`src/rtl/sram_port_arbiter.sv`:
```
// sram_port_arbiter: shares one single-port block RAM between a read-only video port and a read/write game port
// Video has fixed priority; a starvation counter forces one game grant after MAX_WAIT lost cycles.
module sram_port_arbiter #(
  parameter int DATA_WIDTH = 8,
  parameter int ADDR_WIDTH = 16,
  parameter int MAX_WAIT   = 15
) (
  input  logic                  clk,
  input  logic                  reset,
  input  logic                  vid_req,
  input  logic [ADDR_WIDTH-1:0] vid_addr,
  output logic                  vid_gnt,
  output logic                  vid_rvalid,
  output logic [DATA_WIDTH-1:0] vid_rdata,
  input  logic                  gm_req,
  input  logic                  gm_we,
  input  logic [ADDR_WIDTH-1:0] gm_addr,
  input  logic [DATA_WIDTH-1:0] gm_wdata,
  output logic                  gm_gnt,
  output logic                  gm_rvalid,
  output logic [DATA_WIDTH-1:0] gm_rdata,
  output logic                  ram_en,
  output logic                  ram_we,
  output logic [ADDR_WIDTH-1:0] ram_addr,
  output logic [DATA_WIDTH-1:0] ram_din,
  input  logic [DATA_WIDTH-1:0] ram_dout
);
  localparam int CW = $clog2(MAX_WAIT + 1);
  logic [CW-1:0] r_wait_cnt;
  logic          w_force;
  assign w_force   = r_wait_cnt == CW'(MAX_WAIT);
  assign gm_gnt    = ~reset & gm_req & (w_force | ~vid_req);
  assign vid_gnt   = ~reset & vid_req & ~gm_gnt;
  assign ram_en    = vid_gnt | gm_gnt;
  assign ram_we    = gm_gnt & gm_we;
  assign ram_addr  = gm_gnt ? gm_addr : vid_gnt ? vid_addr : '0;
  assign ram_din   = gm_wdata;
  assign vid_rdata = ram_dout;
  assign gm_rdata  = ram_dout;
  // a forced grant always fires at MAX_WAIT, so the counter cannot overrun
  always_ff @(posedge clk) begin
    if (reset) begin
      r_wait_cnt <= '0;
      vid_rvalid <= 1'b0;
      gm_rvalid  <= 1'b0;
    end else begin
      r_wait_cnt <= (~gm_req | gm_gnt) ? '0 : r_wait_cnt + 1'b1;
      vid_rvalid <= vid_gnt;
      gm_rvalid  <= gm_gnt & ~gm_we;
    end
  end
endmodule

```
`config.mk`:
```
export PLATFORM = sky130hd
export DESIGN_NAME = sram_port_arbiter
export DESIGN_NICKNAME = d
export VERILOG_FILES = /design/src/rtl/sram_port_arbiter.sv
export SDC_FILE = /design/constraint.sdc
export NUM_CORES = 1
export LEC_CHECK = 0
export BUFFER_PORTS_ARGS = -buffer_cell sky130_fd_sc_hd__buf_2
export CAP_MARGIN = 25
export CORE_UTILIZATION = 28
export DETAILED_ROUTE_END_ITERATION = 10
export PLACE_DENSITY = 0.79
export SYNTH_ARGS = -nofsm -noshare
export SYNTH_HDL_FRONTEND = slang
export SYNTH_SLANG_ARGS = --single-unit
```
`constraint.sdc`:
```
create_clock -name clk -period 1.45 [get_ports clk]
set_input_delay 0.0725 -clock clk [delete_from_list [all_inputs] [get_ports clk]]
set_output_delay 0.0725 -clock clk [all_outputs]
set_load 0.005 [all_outputs]
```
==> results.yml <==
floorplan:
  num_rows: 16
  initial_cell_density_of_the_core_pct: 30.76
  ios: 99
  core-area_sq_um: 2042
  die_width_microns: 49.36
  fp.dieH_microns: 49.36
  fp.dieArea_sq_um: 2436
worst_setup_path:
  worstSetupPathType: "register to primary output"
  worst_path_max_delay_cell: "dfxtp_2"
  cp.buffers_inverters: 3
  r2r_end: "gm_rvalid"
  crit_top_cell: "buf_6"
  critical_path.cell_chain: "ha_4 > buf_6 > nand3_4 > a21oi_4 > buf_12 > a22o_2 > buf_6"
  timing.critical_path.to_type: "primary output"
  critPathMaxStageDelay_ps: 330
  worst_setup_path_start_kind: "register"
  r2r_slack_ps: 160
  critPathRequiredTime_ps: 1380
  cpLargestDelayFamily: "buffers and inverters"
  timing.reg2reg.worst_path_depth: 7
  worst_r2r_startpoint: "r_wait_cnt[0]"
  critPathArrivalTime_ps: 1520
  crit_path_max_fanout: 18
timing:
  final_critical_path_time_including_i_o_delays_and_setup_ps: 1595
  worst_slew_pin_slew_ps: 254.8
  hold_viol_final: 0
  maxSlewHeadroom_pct: 83.02
  maxClockFrequency_mhz: 626.9
  final_max_slew_viol_count: 0
  grt_setup_unrepaired: "true"
  finalCritPeriodShare_pct: 110.0
  finalSetupViolations: 18
  setup_ws_post_layout_ps: -145.2
  final.setup_skew_ps: 2.686
worst_hold_path:
  min-delay-start: "gm_we"
  hold_path_endpoint: "gm_rvalid"
  hold_class: "input pin to register"
  worst_hold_path_cells: 2
synth:
  syn-num-nets: 123
  yosys.cell_types.count: 22
  sequential_fraction_of_the_synthesis_area_pct: 19.12
  post_synth_inst_count: 69
  yosys_warnings: 0
  synth_seq_cells: 6
  syn-cell-area_sq_um: 628.1
  syn_area_per_cell_sq_um: 9.103
layout:
  sequential_cell_area_sq_um: 122.6
  layout_area_overhead_pct: 36.65
  final_util_pct: 42.03
  mostFrequentLayoutCells: "buf_2 (57), a22o_1 (9), a22o_2 (7)"
  diodes: 0
  filler_cell_count_in_the_final_layout: 204
  finish.net_count: 166
  layout.cells.non_filler: 137
  most_frequent_standard_cell_in_the_layout_excluding_fill_and_tap_cells: "buf_2"
  drive_gt1_share_pct: 74.55
  area_of_the_multi_input_gates_sq_um: 317.8
pwr:
  power_per_cell_area_nw_per_um2: 566.7
  peakVddDrop_mv: 0.2878
  power.leakage_nw: 0.4741
placed_design:
  place.detailed.hpwl_microns: 1488
  place_inst: 131
  placer_s_final_routability_congestion_estimate: 0.6599
  buffer_ports.inserted: 58
  place_ws_ps: -97.22
clock_network:
  cts_tree: "built"
  clock_sinks: 6
  cts_htree_levels: 1
  clk_pin_slew_worst_paths_ps: 40
  cts_hold_buffers: 0
  cts_made_buffers: 3
  worstSkewPairLatency_ps: 250
  clock_tree.root_cell: "clkbuf_4"
  cts.path.max_buffers: 2
global_routing:
  grt_pass1_vias: 658
  antenna_found_initial: 0
  gr-usage-all-layers_pct: 16.69
  grt-ovfl-total: 0
  largest_net_degree_at_the_start_of_global_routing: 19
  global_route_wire_length_before_repair_microns: 2973
route:
  route.antenna.remaining_nets: 0
  routed_wire_length_per_instance_microns: 13.97
  routed_wirelength_microns: 1914
  number_of_drc_violations_after_detailed_routing: 0
  detailed_route_via_count: 654
  drt_pass1_iterations: 2
  dr.first_iter.drc_count: 3
  route.detailed.vias_per_inst: 4.774
run_status:
  violations: "setup timing"
  outcome: "complete, but fails checks"
run:
  maxCapViolCount: 0
power by group:
part / switching [mW] / total [mW] / internal [mW]
logic: 0.0626 / 0.157 / 0.0942
registers: 0.00206 / 0.172 / 0.169
clock network: 0.0642 / 0.158 / 0.0939
sequential cells by signal, indices dropped and copies added (netlist names):
name and count:
r_wait_cnt 4, vid_rvalid 1, gm_rvalid 1
worst max path at each step:
stage,start,endpoint,slack (ps),cells after the start
2_1_floorplan,r_wait_cnt[0],ram_addr[10],130,6
3_3_place_gp,r_wait_cnt[0],ram_addr[10],-40,5
3_5_place_dp,r_wait_cnt[0],ram_addr[9],-100,5
4_1_cts,r_wait_cnt[0],ram_addr[9],-160,7
5_1_grt,r_wait_cnt[0],ram_addr[7],-220,7
6_report,r_wait_cnt[0],ram_addr[14],-150,7
what timing repair did:
action                                  CTS  global route
gates resized for setup                   8             1
endpoints found under the setup margin   19            19
pin swaps                                 0             1
buffers inserted                          1             1
cloned                                    1             0
worst register-to-register path, delay by kind of cell (launching register included):
kind	cells	cell delay, ps
simple gates	2	220
fa+ha+maj	1	160
buf+inv	3	400
compound gates	1	60
flops	1	330
per-stage QoR:
step / hold WS, ps / area, sq um / total power, mW / TNS, ps
2_1_floorplan: 176.1 / 628.1 / 0.2918 / 0
3_3_place_gp: 145.0 / 777.0 / 0.3205 / -478.3
3_5_place_dp: 145.0 / 777.0 / 0.3235 / -1256
4_1_cts: 108.4 / 844.6 / 0.4923 / -2530
5_1_grt: 111.5 / 858.3 / 0.5191 / -3716
6_report: 120.0 / 858.3 / 0.4864 / -2316
kinds of logic after synthesis:
logic type | after synthesis | share of synthesized area (%)
buf+inv | 28 | 35.26
xor+xnor | 2 | 2.789
flops | 6 | 19.12
simple gates | 15 | 14.54
compound gates | 17 | 26.30
fa+ha+maj | 1 | 1.992
Yosys cell counts:
master,count,area [sq um]
buf_8,1,15.01
buf_6,2,22.52
ha_1,1,12.51
and2_1,1,6.260
nor2_1,2,7.510
and2b_1,1,7.510
dfxtp_1,6,120.1
buf_4,24,180.2
xnor2_1,1,8.760
nand3_2,1,10.01
and3b_1,1,8.760
inv_1,1,3.750
nor3_1,4,20.02
a22o_2,7,70.07
and3b_2,1,10.01
nand2b_1,1,6.260
nand3_1,1,5.000
xor2_1,1,8.760
nand2_1,1,3.750
nand4_1,1,6.260
a21oi_4,1,16.27
a22o_1,9,78.83
final cells by class:
cell class	instances	share of cell area [%]
sequential	6	14.29
multi-input combinational	36	37.03
inverter	1	0.4373
tap	27	3.936
timing repair buffer	64	41.69
clock buffer	3	2.624
metal layers:
layer / vias up / global-route usage [%] / part of all wire, %
met5: - / 0 / 0
met4: 0 / 11.27 / 2.7
met3: 10 / 8.100 / 13
met2: 55 / 31.28 / 50
met1: 280 / 13.31 / 34
li1: 309 / - / -
Note: power is estimated with default switching activity, not from simulation.
